## src/rtl/instr_fetch_if.sv

```systemverilog
`default_nettype none
// ============================================================================
// Module   : instr_fetch_if
// Purpose  : Fetch-stage bundle: instruction-memory port, redirect input and
//            the {instr, pc} handshake toward decode.
// Revision : 1.0
// ============================================================================
interface instr_fetch_if;
    logic        imem_req;
    logic [31:0] imem_addr;
    logic        imem_gnt;
    logic        imem_rvalid;
    logic [31:0] imem_rdata;
    logic        redirect;
    logic [31:0] redirect_pc;
    logic        instr_valid;
    logic        instr_ready;
    logic [31:0] instr_data;
    logic [31:0] instr_pc;

    modport master (
        output imem_req, imem_addr, instr_valid, instr_data, instr_pc,
        input  imem_gnt, imem_rvalid, imem_rdata, redirect, redirect_pc, instr_ready
    );

    modport slave (
        input  imem_req, imem_addr, instr_valid, instr_data, instr_pc,
        output imem_gnt, imem_rvalid, imem_rdata, redirect, redirect_pc, instr_ready
    );
endinterface
`default_nettype wire

```

## src/rtl/instr_fetch.sv

```systemverilog
`default_nettype none
// ============================================================================
// Module   : instr_fetch
// Purpose  : RV32I fetch stage; credit-limited imem requests, in-order response
//            FIFO toward decode, redirect flush via a discard counter.
// Revision : 1.0
// ============================================================================
module instr_fetch #(
    parameter logic [31:0] RESET_PC   = 32'h0000_0000,
    parameter int unsigned FIFO_DEPTH = 2
) (
    input  wire logic     clk,
    input  wire logic     rst,
    instr_fetch_if.master bus
);
    localparam int unsigned     c_PW      = $clog2(FIFO_DEPTH);
    localparam int unsigned     c_CW      = c_PW + 1;
    localparam logic [c_CW-1:0] c_DEPTH   = c_CW'(FIFO_DEPTH);
    localparam logic [31:0]     c_BOOT_PC = {RESET_PC[31:2], 2'b00};

    typedef enum logic [0:0] {
        ST_BOOT  = 1'b0,
        ST_FETCH = 1'b1
    } state_e;

    state_e          state_q;
    logic [31:0]     fetch_pc_q, fetch_pc_d;
    logic [31:0]     rsp_pc_q, rsp_pc_d;
    logic [c_CW-1:0] outst_q, outst_d;
    logic [c_CW-1:0] discard_q, discard_d;
    logic [c_CW-1:0] count_q, count_d;
    logic [c_PW-1:0] wr_ptr_q, wr_ptr_d;
    logic [c_PW-1:0] rd_ptr_q, rd_ptr_d;
    logic [31:0]     data_q [FIFO_DEPTH];
    logic [31:0]     pc_q   [FIFO_DEPTH];

    logic            w_req, w_fire, w_valid, w_pop, w_drop, w_push;
    logic [31:0]     w_target;

    // Credits cover both in-flight requests and buffered words, so a push always finds room.
    assign w_target = {bus.redirect_pc[31:2], 2'b00};
    assign w_req    = (state_q == ST_FETCH) && !bus.redirect && ((outst_q + count_q) < c_DEPTH);
    assign w_fire   = w_req && bus.imem_gnt;
    assign w_valid  = (count_q != '0) && !bus.redirect;
    assign w_pop    = w_valid && bus.instr_ready;
    assign w_drop   = bus.imem_rvalid && (discard_q != '0);
    assign w_push   = bus.imem_rvalid && !w_drop && !bus.redirect;

    always_comb begin
        fetch_pc_d = fetch_pc_q;
        rsp_pc_d   = rsp_pc_q;
        outst_d    = outst_q + c_CW'(w_fire) - c_CW'(bus.imem_rvalid);
        discard_d  = discard_q;
        count_d    = count_q + c_CW'(w_push) - c_CW'(w_pop);
        wr_ptr_d   = wr_ptr_q + c_PW'(w_push);
        rd_ptr_d   = rd_ptr_q + c_PW'(w_pop);
        if (bus.redirect) begin
            // No grant can happen here, so outst_d is what is still in flight.
            fetch_pc_d = w_target;
            rsp_pc_d   = w_target;
            discard_d  = outst_d;
            count_d    = '0;
            wr_ptr_d   = '0;
            rd_ptr_d   = '0;
        end else begin
            if (w_fire) fetch_pc_d = fetch_pc_q + 32'd4;
            if (w_drop) discard_d  = discard_q - c_CW'(1);
            if (w_push) rsp_pc_d   = rsp_pc_q + 32'd4;
        end
    end

    always_ff @(posedge clk or posedge rst) begin
        if (rst) begin
            state_q <= ST_BOOT;
        end else begin
            case (state_q)
                ST_BOOT:  state_q <= ST_FETCH;
                default:  state_q <= ST_FETCH;
            endcase
        end
    end

    always_ff @(posedge clk or posedge rst) begin
        if (rst) begin
            fetch_pc_q <= c_BOOT_PC;
            rsp_pc_q   <= c_BOOT_PC;
            outst_q    <= '0;
            discard_q  <= '0;
            count_q    <= '0;
            wr_ptr_q   <= '0;
            rd_ptr_q   <= '0;
        end else begin
            fetch_pc_q <= fetch_pc_d;
            rsp_pc_q   <= rsp_pc_d;
            outst_q    <= outst_d;
            discard_q  <= discard_d;
            count_q    <= count_d;
            wr_ptr_q   <= wr_ptr_d;
            rd_ptr_q   <= rd_ptr_d;
        end
    end

    for (genvar gi = 0; gi < FIFO_DEPTH; gi++) begin : g_entry
        always_ff @(posedge clk or posedge rst) begin
            if (rst) begin
                data_q[gi] <= '0;
                pc_q[gi]   <= '0;
            end else if (w_push && (wr_ptr_q == c_PW'(gi))) begin
                data_q[gi] <= bus.imem_rdata;
                pc_q[gi]   <= rsp_pc_q;
            end
        end
    end

    assign bus.imem_req    = w_req;
    assign bus.imem_addr   = fetch_pc_q;
    assign bus.instr_valid = w_valid;
    assign bus.instr_data  = data_q[rd_ptr_q];
    assign bus.instr_pc    = pc_q[rd_ptr_q];

endmodule
`default_nettype wire

```

## src/flat_wrapper.sv

```systemverilog
// flat-port wrapper written by rule: the top's interface ports become plain ports
module instr_fetch_flat 
#(
    parameter logic [31:0] RESET_PC   = 32'h0000_0000,
    parameter int unsigned FIFO_DEPTH = 2
)
  (clk, rst, bus_imem_req, bus_imem_addr, bus_instr_valid, bus_instr_data, bus_instr_pc, bus_imem_gnt, bus_imem_rvalid, bus_imem_rdata, bus_redirect, bus_redirect_pc, bus_instr_ready);
  instr_fetch_if bus_i ();
  input  wire logic clk;
  input  wire logic rst;
  output wire logic [$bits(bus_i.imem_req)-1:0] bus_imem_req;
  output wire logic [$bits(bus_i.imem_addr)-1:0] bus_imem_addr;
  output wire logic [$bits(bus_i.instr_valid)-1:0] bus_instr_valid;
  output wire logic [$bits(bus_i.instr_data)-1:0] bus_instr_data;
  output wire logic [$bits(bus_i.instr_pc)-1:0] bus_instr_pc;
  input wire logic [$bits(bus_i.imem_gnt)-1:0] bus_imem_gnt;
  input wire logic [$bits(bus_i.imem_rvalid)-1:0] bus_imem_rvalid;
  input wire logic [$bits(bus_i.imem_rdata)-1:0] bus_imem_rdata;
  input wire logic [$bits(bus_i.redirect)-1:0] bus_redirect;
  input wire logic [$bits(bus_i.redirect_pc)-1:0] bus_redirect_pc;
  input wire logic [$bits(bus_i.instr_ready)-1:0] bus_instr_ready;
  assign bus_imem_req = bus_i.imem_req;
  assign bus_imem_addr = bus_i.imem_addr;
  assign bus_instr_valid = bus_i.instr_valid;
  assign bus_instr_data = bus_i.instr_data;
  assign bus_instr_pc = bus_i.instr_pc;
  assign bus_i.imem_gnt = bus_imem_gnt;
  assign bus_i.imem_rvalid = bus_imem_rvalid;
  assign bus_i.imem_rdata = bus_imem_rdata;
  assign bus_i.redirect = bus_redirect;
  assign bus_i.redirect_pc = bus_redirect_pc;
  assign bus_i.instr_ready = bus_instr_ready;
  instr_fetch #(.RESET_PC(RESET_PC), .FIFO_DEPTH(FIFO_DEPTH)) u_core (.clk(clk), .rst(rst), .bus(bus_i));
endmodule
```

## config.mk

```make
export PLATFORM = sky130hd
export DESIGN_NAME = instr_fetch_flat
export DESIGN_NICKNAME = d
export VERILOG_FILES = /design/src/rtl/instr_fetch_if.sv /design/src/rtl/instr_fetch.sv /design/src/flat_wrapper.sv
export SDC_FILE = /design/constraint.sdc
export NUM_CORES = 1
export LEC_CHECK = 0
export ABC_AREA = 1
export BUFFER_PORTS_ARGS = -buffer_cell sky130_fd_sc_hd__buf_2
export CAP_MARGIN = 20
export CORE_ASPECT_RATIO = 0.9
export CORE_MARGIN = 2
export CORE_UTILIZATION = 35
export CTS_CLUSTER_SIZE = 10
export DETAILED_ROUTE_END_ITERATION = 12
export GPL_TIMING_DRIVEN = 0
export PLACE_DENSITY = 0.61
export SLEW_MARGIN = 15
export SYNTH_ARGS = -nofsm -noshare
export SYNTH_HDL_FRONTEND = slang
export SYNTH_SLANG_ARGS = --single-unit
```

## constraint.sdc

```tcl
create_clock -name clk -period 8.1 [get_ports clk]
set_input_delay 0.405 -clock clk [delete_from_list [all_inputs] [get_ports clk]]
set_output_delay 0.405 -clock clk [all_outputs]
set_load 0.01 [all_outputs]
```

; ---- After elaboration in Yosys (flattened, before gate mapping)
; Index checks and enable logic that the tools add are counted.
[word_totals]
regBits = 201
output_inout_bits = 98
input_bits = 70
[classes]
muxes = 15
n_reduce_logical = 17
n_lt_le_gt_ge = 2
bitwise = 2
n_addsub = 10
[ops]
columns = cell, count
row1 = 32-bit 2-to-1 mux, 10
row2 = 32-bit by 3-bit adder with 32-bit output (second input constant), 2
row3 = 1-bit logical AND, 10
row4 = 2-bit nonzero test, 5
row5 = 2-bit 2-to-1 mux, 3
row6 = 2-bit by 1-bit adder with 2-bit output, 2
row7 = 2-bit by 1-bit subtractor with 2-bit output, 2
row8 = 1-bit adder, 2
row9 = 2-bit adder, 1
row10 = 2-bit >= comparator (second input constant), 1
row11 = 1-bit zero test, 2
row12 = 2-bit < comparator (second input constant), 1
row13 = 1-bit 2-to-1 mux, 2
row14 = 1-bit NOT with 2-bit output, 1
row15 = 2-bit by 1-bit subtractor with 2-bit output (second input constant), 1
row16 = 1-bit NOT, 1

; ---- Depth between registers and ports, before layout
; Gate-level depths: netlist of the first run.
[logic_depth]
ltp_word = 8
ltp_mapped = 12
depth_no_buf = 11

; ---- Least setup slack after synthesis of the first run
; No wires, ideal clock.
[synth_timing]
path_kind = register to register
startpoint = register u_core.discard_q[0]
endpoint = register u_core.data_q[0] (netlist name)
slack_ps = 5994
required_ps = 7975
period_less_slack_ps = 2106
setup_time_ps = 125
arrival_ps = 1981
n_path_buf = 3
path_stages_with_launch = 10
cell_sequence = dfrtp_1 -> inv_1 -> ha_1 -> nand2_2 -> nor2_1 -> buf_4 -> ha_1 -> clkbuf_1 -> buf_2 -> mux2_2
[synth_via]
elab_chain_len = 6
[synth_lines]
columns = item, line
row1 = "start, declared", instr_fetch.sv:30  ; logic [c_CW-1:0] discard_q, discard_d;
row2 = "start signal, assigned", instr_fetch.sv:96  ; discard_q <= discard_d;
row3 = 2-bit nonzero test, instr_fetch.sv:46  ; assign w_drop = bus.imem_rvalid && (discard_q != '0);
row4 = 1-bit logical AND, instr_fetch.sv:46
row5 = 1-bit zero test, instr_fetch.sv:47  ; assign w_push = bus.imem_rvalid && !w_drop && !bus.redirect;
row6 = 1-bit logical AND (2 in a row), instr_fetch.sv:47
row7 = 1-bit logical AND, instr_fetch.sv:108  ; end else if (w_push && (wr_ptr_q == c_PW'(gi))) begin
row8 = "end signal, assigned by index", instr_fetch.sv:109  ; data_q[gi] <= bus.imem_rdata;
row9 = "end, declared", instr_fetch.sv:34  ; logic [31:0] data_q [FIFO_DEPTH];
; Every way passes these cells.
; A chain may end at the register's enable or synchronous reset.

; ---- Final worst setup path of the first run
[layout_timing]
startpoint = register u_core.discard_q[0]
endpoint = register u_core.data_q[59] (netlist name)
; The elaborated chain is that of the path after synthesis.

==> run summary, run 1 <==
For this run, design rule violations remaining after detail routing come to 0. The power density over the cells was 296 nW/um2. The detailed placement HPWL is 22.8 mm. In this run the mean area of a mapped cell was 7.93 um2. Length in cells of the worst reg-to-reg path: 10. Along the worst path, the maximum fanout reaches 12.

The height of the chip was 166 um. Sorting the synthesized cells by area gives the leading types as dfrtp_1 (48%), nand2_1 (12%), o21ai_0 (7.6%). The number of antenna violations at the first check in global routing came out at 0. Counting buffers and inverters, the worst setup path is 10 cells deep. For the post-route standard cell area excluding fillers, the log shows 12000 um2. The number of gates resized after CTS was 0. Synthesis produced a netlist whose cell count is 1281. The placed cell area was 11500 um2. Counting distinct cell types in the post-synthesis netlist gives 42. STA classifies the critical path endpoint as a flip-flop. The launching element type of the critical path is a flip-flop. The worst-case clock skew was 12.7 ps; the final worst setup slack was 5260 ps.

The utilization of the core after routing is 0.419. Setup repair after global routing left no endpoint under its margin. The part of the cycle the worst path needs came out at 0.351.

Adding up every negative setup slack in the final design gives 0 ps. The number of hold buffers added after CTS was 0. Max-cap violations in this run came to 0.

In this run the number of H-tree levels came out at 4. The floorplan has 59 rows. Clock-pin slew was measured on the worst setup and hold paths at 70 ps. Counting flops with a built-in enable in the synthesized netlist gives 0.

The overall die width was 184 um; the first-iteration detailed-routing DRC count was 689. The clock latency of the later-clocked register in the worst-skew pair was 450 ps; the async set-reset flop share out of synthesis was 1.00. The tightest min-delay check is of the in2async type. The flow ran to the end, and the final reports show no timing, DRC or antenna violations. Proportion of synthesized chip area in sequential cells: 0.476.

The flip-flop and latch count after synthesis works out to 193. The post-synthesis adder-cell area fraction is 0.0111. Fraction of layout instances using a drive strength above 1: 0.210. The cell accounting for the most synthesized area was dfrtp_1. The logs give 0.00582 uW for the leakage power figure and 2922 for the number of fill cells. Sum of routed wire length over all layers: 30.7 mm. The all-layer global routing usage was 0.206. The run gives 30400 um2 as the die area. The max-slew violation count is 0. VDD sags by at most 0.000163 V. Relative to the synthesized area, the layout overhead comes to 18.6%. The simple logic cell fraction of the synthesized area works out to 0.256. For the total global routing overflow, the log shows 0.

For the final-stage net count, the log shows 1544. The number of buffers on the longest clock path is 2, and the shortest clock period the worst path allows after layout is 2840 ps. The number of failing hold endpoints at the final stage was 0.

After synthesis, the largest family of logic cells by area is simple AND/OR/NAND/NOR gates. The clock net in this run drives a total of 193 sinks. The top-area cell type share of the netlist area was 0.476.

The tools report the number of clock buffers inserted by TritonCTS as 17. For the worst setup path, the data required time is 8450 ps. 168 I/O pins were placed.

For this run, the number of Yosys warnings is 0. Post-CTS timing repair inserted 0 buffers for setup. The count of buffers added on input and output ports is 161. The startpoint-to-endpoint class of the critical path was reg2reg. The multiplexer share of the synthesized area was 0.0377.

Grouping stages by cell kind, the critical path spends the most delay in buffers and inverters. The worst-margin pin slew was 707 ps. Most common cell after layout, fill and taps aside: nand2_1. The top cell types in the final layout, fill and taps aside, are nand2_1 (337), dfrtp_1 (193), buf_2 (182).

The starting density of the core is 0.354, and the routed via count divided by cell count is 5.04. For the area of the core, the log shows 28700 um2. Walking the worst path, the cells encountered are inv_1, ha_1, nand2_2, nor2_1, buf_4, ha_1, clkbuf_1, clkbuf_1, nand2_1, o21ai_0. Timing would allow up to 352 MHz. The congestion estimate from routability-driven global placement came to 0.934. Summing over every cut layer, the via total after detailed routing is 9292. Setup violations remaining at the end of the flow were counted as 0.

The run gives 10200 um2 as the summed instance area of the synthesized netlist. The xor-xnor portion of the synthesized cell area was 0.0147. The cell with the largest stage delay on the worst path was clkbuf_1.

Once detail routing completed, the nets flagged for antenna violations numbered 0. The compound-gate portion of the synthesized area was 0.116; the maximum number of pins on one net before global-route repair was 105. The tools report the max-slew headroom at the worst pin as 0.529. The buffer cell driving the clock tree root is clkbuf_16.

Via count of the first global-routing pass: 8899. TritonCTS built the clock tree. Before antenna repair, the detailed router went through 5 iterations. Dividing the detail-routed wire length by the instance count gives 16.7 um.

The wire length of the first global-routing pass came out at 49.0 mm. The count of inserted antenna diode cells was 0; the pre-CTS setup slack was 5230 ps. The most used flip-flop cell after synthesis is dfrtp_1. The critical path contains buffers and inverters numbering 4 combined. For this run, the slowest stage of the critical path takes 480 ps. STA puts the critical path data arrival time at 3190 ps.
[state kept, by name (all words and copies together) (netlist names)]
register	cells
u_core.discard_q	2
u_core.count_q	2
u_core.rsp_pc_q	30
u_core.rd_ptr_q	1
u_core.data_q	64
u_core.pc_q	60
u_core.wr_ptr_q	1
u_core.state_q	1
u_core.bus.imem_addr	30
u_core.outst_q	2
[path summary, 6_finish.rpt]
check | startpoint | endpoint | slack, ps
max | u_core.discard_q[0] | u_core.data_q[59] | 5260
min | rst | u_core.state_q | 40
max reg2reg | u_core.discard_q[0] | u_core.data_q[59] | 5260
min reg2reg | u_core.data_q[3] | u_core.data_q[3] | 510
max in group asynchronous | rst | u_core.data_q[63] | 7040
min in group clk | bus_imem_rdata[24] | u_core.data_q[56] | 170
[layer usage]
layer | share of wire | routed length, um | track usage
met4 | 0.014 | 433 | 0.0518
met2 | 0.44 | 13400 | 0.304
met1 | 0.48 | 14600 | 0.310
met5 | 0 | 0 | 0
met3 | 0.072 | 2220 | 0.0372
[logic make-up after synthesis]
kind of cell / Yosys count
adder cells (fa/ha/maj): 9
XOR/XNOR: 17
AND/OR/NAND/NOR: 583
multiplexers: 34
other: 2
flip-flops: 193
AO/OA/AOI/OAI: 223
buffers and inverters: 220
[power by group]
part           total, uW  internal [uW]  switching [uW]
Clock                851            435             416
Combinational       1210            446             764
Sequential          1500           1300             203
Total               3570           2180            1380
[metrics by stage]
step                      hold WS (ps)  std cells  total power, uW
after floorplan                    472       1284             2230
after global placement             489       1811             2700
after detailed placement           495       1812             2740
after CTS                          104       1844             3600
after global routing               122       1844             3830
final                             37.7       1844             3570
[worst reg2reg max path: cells and delay by family, from the launching register on]
family | cells | cell delay (ps)
AO/OA/AOI/OAI | 1 | 100
adder cells (fa/ha/maj) | 2 | 570
buffers and inverters | 4 | 1280
AND/OR/NAND/NOR | 3 | 420
flip-flops | 1 | 380
[synthesized netlist by cell type, types with 6 or more instances]
| cell type | number |
|---|---|
| nand2_2 | 11 |
| o21ai_0 | 155 |
| nor2_4 | 14 |
| nor3_1 | 10 |
| mux2_2 | 34 |
| ha_1 | 9 |
| nand2_1 | 337 |
| nor2_1 | 85 |
| buf_2 | 21 |
| buf_4 | 6 |
| dfrtp_1 | 193 |
| xor2_1 | 12 |
| clkbuf_1 | 26 |
| a21oi_1 | 40 |
| nand3_1 | 92 |
| o211ai_1 | 13 |
| nor3_2 | 6 |
| inv_1 | 156 |
| nand4_1 | 7 |
[final cells by class]
type                    instances  area [um2]  area share
repair buffers                162         833      0.0692
flip-flops and latches        193        4830       0.401
multi-input cells             871        4440       0.369
clock inverters                14         148      0.0123
plain buffers                  58         292      0.0242
clock buffers                  18         429      0.0356
well taps                     366         458      0.0380
inverters                     162         616      0.0511
Power figures use the tool's default switching activity.
==> inputs of run 2 (changes only) <==
Clock period 8.1 ns to 2.85 ns, I/O delays scaled along.
==> run summary, run 2 (synthesized netlist as in run 1, its figures left out) <==
The run finished with clean final reports. The leakage power figure came out at 0.00609 uW (was 0.00582 uW). The arrival time of data at the critical path endpoint came out at 2890 ps (was 3190 ps). Chain of cells forming the critical path: inv_1, ha_1, nand2_2, nor2_1, buf_4, ha_1, clkbuf_2, buf_2, nand2_1, o21ai_0 (was inv_1, ha_1, nand2_2, nor2_1, buf_4, ha_1, clkbuf_1, clkbuf_1, nand2_1, o21ai_0). The maximum number of pins on one net before global-route repair came out at 35 (was 105). The reg-to-reg endpoint was u_core.pc_q[37] (was u_core.data_q[59]).

The length in cells of the worst reg-to-reg path is 10 (unchanged). The total vias in the final route is 9414 (was 9292). The height of the chip was 166 um (unchanged); the number of instances on the worst hold path was 3. The routed wirelength normalized by instance count was 16.4 um (was 16.7 um); the peak fanout along the critical path was 12 (unchanged). The shortest clock period the worst path allows after layout is 2550 ps (was 2840 ps).

The worst hold path begins at bus_instr_ready. The worst voltage drop across the vdd grid came out at 0.000455 V (was 0.000163 V). The logs give 0 ps (unchanged) for the sum of negative setup slack and 4830 um2 (unchanged) for the register area. The number of flip-flops under the largest register name is 64 (unchanged), and the fraction of layout instances using a drive strength above 1 is 0.209 (was 0.210).

TritonCTS built the clock tree. The delay of the slowest critical-path stage is 400 ps (was 480 ps). The die area came out at 30400 um2 (unchanged). The logs give 450 ps (about the same) for the clock latency of the later-clocked register in the worst-skew pair and 3200 ps (was 8450 ps) for the required time reported for the critical path endpoint. The post-route standard cell area excluding fillers was 12700 um2 (was 12000 um2). Registers with the most flip-flops: u_core.data_q (64), u_core.pc_q (60) (unchanged). For the register-to-register setup slack, the log shows 300 ps (was 5260 ps). The buffer cell driving the clock tree root was clkbuf_16 (unchanged). The combined area of the multi-input logic cells is 4440 um2 (unchanged). The run gives 0 (unchanged) as the count of inserted antenna diode cells. Largest register by flop count: u_core.data_q (unchanged). The logs give 11600 um2 (was 11500 um2) for the placed cell area and 59 (unchanged) for the cell row count. Setup repair after global routing left no endpoint under its margin. The worst-margin pin slew was 627 ps (was 707 ps); the number of failing setup endpoints in the final timing report was 0 (unchanged).

Number of buffers inserted by post-CTS setup repair: 0 (unchanged). The class of the tightest hold or removal check is in2reg (was in2async). The top-level I/O count was 168 (unchanged); the number of clock buffers inserted by TritonCTS was 17 (unchanged). The part of the cycle the worst path needs works out to 0.894 (was 0.351). The number of buffers on the longest clock path was 2 (unchanged). Most frequent cells in the layout: nand2_1 (337), dfrtp_1 (193), buf_2 (182) (unchanged). The count of max-cap constraint violations is 0 (unchanged). The routed via count divided by cell count was 4.97 (was 5.04). The detailed placement HPWL came out at 23.2 mm (was 22.8 mm). The launching element type of the critical path was a flip-flop (unchanged). CTS H-tree depth: 4 (unchanged). The starting density of the core is 0.354 (unchanged), and the number of detailed-route iterations in the first pass is 5 (unchanged). The clock slew at the register clock pins of the worst setup and hold paths works out to 90 ps (was 70 ps). The number of failing hold endpoints at the final stage was 0 (unchanged). For the max-slew headroom at the worst pin, the log shows 0.582 (was 0.529). The power density over the cells is 818 nW/um2 (was 296 nW/um2). The run gives 392 MHz (was 352 MHz) as the peak clock frequency supported by timing.

For the all-layer global routing usage, the log shows 0.207 (was 0.206). Cell with the largest stage delay on the worst path: ha_1 (was clkbuf_1). The capturing element type of the critical path is a flip-flop (unchanged).

The placer's final routability congestion estimate came out at 0.933 (was 0.934). The wire length of the first global-routing pass came out at 49.4 mm (was 49.0 mm). The first-iteration detailed-routing DRC count was 693 (was 689); the total global routing overflow was 0 (unchanged). Startpoint-to-endpoint class of the critical path: reg2reg (unchanged). The count of input and output buffers works out to 161 (unchanged). The synthesis-to-layout area growth was 24.7% (was 18.6%). The max-slew violation count came out at 0 (unchanged). The overall die width is 184 um (unchanged). The most common cell after layout, fill and taps aside is nand2_1 (unchanged). For hold timing, the worst endpoint is u_core.rd_ptr_q.

The number of antenna violations at the first check in global routing was 0 (unchanged); the number of sinks handled by clock tree synthesis was 193 (unchanged). The number of remaining DRC errors came out at 0 (unchanged). The tools report the final-stage net count as 1594 (was 1544). The tools report the worst flop-to-flop path startpoint as u_core.discard_q[0] (unchanged).

Area of the core: 28700 um2 (unchanged). The logs give 2861 (was 2922) for the number of fill cells and 9014 (was 8899) for the via count of the first global-routing pass. Residual antenna-violating net count after detailed routing: 0 (unchanged). By instance count, the cell type seen most on the critical path is ha_1. The tools report the worst-case clock skew as 15.7 ps (was 12.7 ps). The sum of routed wire length over all layers is 31.1 mm (was 30.7 mm).
run 2: changes by cell type in the layout (fill, tap and decap cells not counted):
cell           change
dlygate4sd3_1     +46
clkbuf_1           -6
buf_12             +5
clkinv_8           +5
clkbuf_2           +4
inv_12             +4
clkinv_2           -2
clkinvlp_4         -2
inv_8              -2
bufinv_16          -1
clkinv_4           -1
run 2: how the worst max path moves through the flow:
stage | from | endpoint | slack, ps | depth (start not counted)
after floorplan | rst | u_core.bus.imem_addr[10] | 220 | 1
after global placement | rst | u_core.data_q[51] | -1150 | 2
after detailed placement | u_core.discard_q[0] | u_core.data_q[56] | -5 | 10
after CTS | u_core.discard_q[0] | u_core.data_q[56] | 80 | 10
after global routing | u_core.discard_q[0] | u_core.pc_q[52] | 60 | 10
final | u_core.discard_q[0] | u_core.pc_q[37] | 300 | 10
run 2: what timing repair did:
| item | 4_1_cts | 5_1_grt |
|---|---|---|
| gates resized for setup | 1 | 6 |
| hold endpoints to repair | 92 | 0 |
| setup endpoints to repair | 7 | 60 |
| hold buffers | 46 | 0 |
run 2: through the flow:
stage / util / std cells / hold slack (ps) / setup WS, ps / total power [uW]
CTS: 0.441 / 1895 / 4.67 / 75.3 / 10400
finish: 0.441 / 1894 / 20.6 / 302 / 10400
global placement: 0.398 / 1811 / 360 / -1150 / 7670
global route: 0.441 / 1894 / 25.5 / 60.3 / 11100
floorplan: - / 1284 / 259 / 217 / 6350
detailed placement: 0.403 / 1817 / 175 / -5.04 / 7790
run 2: per-layer routing:
metal / global-route usage / vias to the layer above / share of wire
met1: 0.306 / 4460 / 0.48
met5: 0 / - / 0
met3: 0.0328 / 35 / 0.066
li1: - / 4561 / -
met2: 0.317 / 358 / 0.44
met4: 0.0463 / 0 / 0.012
run 2: report_power, final:
part / internal, uW / switching (uW)
Clock: 1230 / 1330
Combinational: 1320 / 2190
Sequential: 3700 / 580
run 2: final cells by class:
class	count	area share
flip-flops and latches	193	0.381
multi-input cells	871	0.351
repair buffers	213	0.110
inverters	162	0.0483
well taps	366	0.0362
clock buffers	17	0.0336
plain buffers	57	0.0231
clock inverters	15	0.0167
run 2: critical path: cells and delay by family (launching register included):
family,cells,cell delay [ps]
buffers and inverters,4,960
adder cells (fa/ha/maj),2,600
AND/OR/NAND/NOR,3,410
flip-flops,1,390
AO/OA/AOI/OAI,1,90
==> inputs of run 3 (changes only) <==
--- a/config.mk
+++ b/config.mk
@@ -16,5 +16,4 @@
 export GPL_TIMING_DRIVEN = 0
 export PLACE_DENSITY = 0.61
-export SLEW_MARGIN = 15
 export SYNTH_ARGS = -nofsm -noshare
 export SYNTH_HDL_FRONTEND = slang
==> constraint.sdc (replaced) <==
create_clock -name clk -period 2.85 [get_ports clk]
set_input_delay 0.855 -clock clk [delete_from_list [all_inputs] [get_ports clk]]
set_output_delay 0.855 -clock clk [all_outputs]
set_load 0.01 [all_outputs]
==> run summary, run 3 (synthesized netlist as in run 1, its figures left out) <==
The run finished with clean final reports. The peak clock frequency supported by timing came out at 366 MHz (was 392 MHz). The length in cells of the worst reg-to-reg path is 10 (unchanged), and the max-slew headroom at the worst pin is 0.585 (was 0.582). Setup repair after global routing left no endpoint under its margin.

Registers with the most flip-flops: u_core.data_q (64), u_core.pc_q (60) (unchanged). The run gives 9248 (was 9414) as the total vias in the final route. The number of failing hold endpoints at the final stage came out at 0 (unchanged).

Number of failing setup endpoints in the final timing report: 0 (unchanged). The class of the tightest hold or removal check was in2async (was in2reg). TritonCTS built the clock tree. The placer's final routability congestion estimate came out at 0.933 (unchanged). The top-level I/O count is 168 (unchanged). The startpoint-to-endpoint class of the critical path is reg2out (was reg2reg). The count of max-cap constraint violations came out at 0 (unchanged). The residual antenna-violating net count after detailed routing came out at 0 (unchanged).

Fraction of layout instances using a drive strength above 1: 0.220 (was 0.209). The sum of negative setup slack came out at 0 ps (unchanged). Number of buffers inserted by post-CTS setup repair: 0 (unchanged). Number of remaining DRC errors: 0 (unchanged). The height of the chip was 166 um (unchanged). The CTS H-tree depth is 4 (unchanged), and the synthesis-to-layout area growth is 20.0% (was 24.7%).

The combined area of the multi-input logic cells came out at 4440 um2 (unchanged). Arrival time of data at the critical path endpoint: 1870 ps (was 2890 ps). The worst-margin pin slew was 622 ps (was 627 ps). The tools report the worst flop-to-flop path startpoint as u_core.discard_q[0] (unchanged).

For the first-iteration detailed-routing DRC count, the log shows 762 (was 693). The via count of the first global-routing pass came out at 8784 (was 9014). The logs give 0.424 (was 0.441) for the utilization of the core after routing and 0 (unchanged) for the max-slew violation count. The count of input and output buffers works out to 161 (unchanged). The peak fanout along the critical path works out to 10 (was 12). Overall die width: 184 um (unchanged). The run gives 31.1 mm (about the same) as the sum of routed wire length over all layers. The tools report the detailed placement HPWL as 23.2 mm (about the same).

The logs give 0 (unchanged) for the total global routing overflow and 450 ps (about the same) for the clock latency of the later-clocked register in the worst-skew pair. The buffer cell driving the clock tree root is clkbuf_16 (unchanged). The tools report the number of sinks handled by clock tree synthesis as 193 (unchanged). The routed wirelength normalized by instance count was 16.9 um (was 16.4 um). For the number of clock buffers inserted by TritonCTS, the log shows 17 (unchanged). Most common cell after layout, fill and taps aside: nand2_1 (unchanged). The tools report the die area as 30400 um2 (unchanged). The tools report the placed cell area as 11500 um2 (was 11600 um2). The reg-to-reg endpoint is u_core.data_q[56] (was u_core.pc_q[37]).

The launching element type of the critical path was a flip-flop (unchanged). The run gives 28700 um2 (unchanged) as the area of the core. The post-route standard cell area excluding fillers is 12200 um2 (was 12700 um2). Worst-case clock skew: 19.3 ps (was 15.7 ps). Maximum number of pins on one net before global-route repair: 40 (was 35). The logs give 0.205 (was 0.207) for the all-layer global routing usage and 0 (unchanged) for the number of antenna violations at the first check in global routing.

The part of the cycle the worst path needs is 0.957 (was 0.894). For the final-stage net count, the log shows 1547 (was 1594). The shortest clock period the worst path allows after layout is 2730 ps (was 2550 ps). The starting density of the core was 0.354 (unchanged); the wire length of the first global-routing pass was 49.0 mm (was 49.4 mm).

Most frequent cells in the layout: nand2_1 (337), dfrtp_1 (193), buf_2 (181) (was nand2_1 (337), dfrtp_1 (193), buf_2 (182)). The run gives 59 (unchanged) as the cell row count. The required time reported for the critical path endpoint is 2000 ps (was 3200 ps). The tools report the count of inserted antenna diode cells as 0 (unchanged). The routed via count divided by cell count came out at 5.01 (was 4.97). Number of fill cells: 2931 (was 2861).

The power density over the cells was 846 nW/um2 (was 818 nW/um2). Register-to-register setup slack: 290 ps (was 300 ps). The clock slew at the register clock pins of the worst setup and hold paths was 80 ps (was 90 ps); the number of detailed-route iterations in the first pass was 7 (was 5). The number of buffers on the longest clock path was 2 (unchanged).

The number of flip-flops under the largest register name is 64 (unchanged), and the register area is 4830 um2 (unchanged). The leakage power figure is 0.00591 uW (was 0.00609 uW), and the post-cts hold buffer count is 0 (was 46). The capturing element type of the critical path was a primary output (was a flip-flop).

The largest register by flop count was u_core.data_q (unchanged). Worst voltage drop across the vdd grid: 0.000465 V (was 0.000455 V).
## run 3: worst max path at each step
stage	slack, ps	start	to	cells past startpoint
2_1_floorplan	-500	rst	u_core.bus.imem_addr[10]	1
3_3_place_gp	-1860	rst	u_core.data_q[51]	2
3_5_place_dp	-510	bus_redirect	u_core.data_q[56]	9
4_1_cts	8	u_core.rd_ptr_q	bus_instr_data[1]	6
5_1_grt	3	u_core.rd_ptr_q	bus_instr_data[14]	6
6_report	120	u_core.rd_ptr_q	bus_instr_pc[10]	4
## run 3: power by group
part / total [uW] / switching, uW / internal, uW
Clock: 2560 / 1330 / 1230
Sequential: 4280 / 579 / 3700
Combinational: 3470 / 2180 / 1290
Total: 10300 / 4090 / 6220
## run 3: worst max-delay path, stage by stage, from the launching register on
cell and delay (ps):
dfrtp_1 360, buf_2 230, clkbuf_1 390, o21ai_0 260, buf_2 200
## run 3: final cells by class
type                       instances  area share
sequential                       193       0.396
multi-input combinational        871       0.364
timing repair buffer             166      0.0743
inverter                         162      0.0502
tap                              366      0.0376
clock buffer                      17      0.0349
buffer                            57      0.0256
clock inverter                    15      0.0169
## run 3: stage by stage
step                      cells  hold slack [ps]  total power [uW]  worst slack [ps]
after floorplan            1284              472              6350              -495
after detailed placement   1816              495              7790              -510
final                      1847              469             10300               121
after global routing       1847              494             11000              2.67
after global placement     1811              489              7670             -1860
after CTS                  1848              479             10400              7.92
## run 3: layer usage
metal  up-vias  part of all wire  global-route usage
met1      4415              0.48               0.311
met2       332              0.44               0.308
met3        33             0.067              0.0299
met5         -                 0                   0
met4         0             0.012              0.0452
li1       4468                 -                   -
## run 3: repair_timing
action                                 4_1_cts  5_1_grt
gates resized for setup                      7       16
setup endpoints to repair                   49      126
endpoints found under the hold margin        0        0
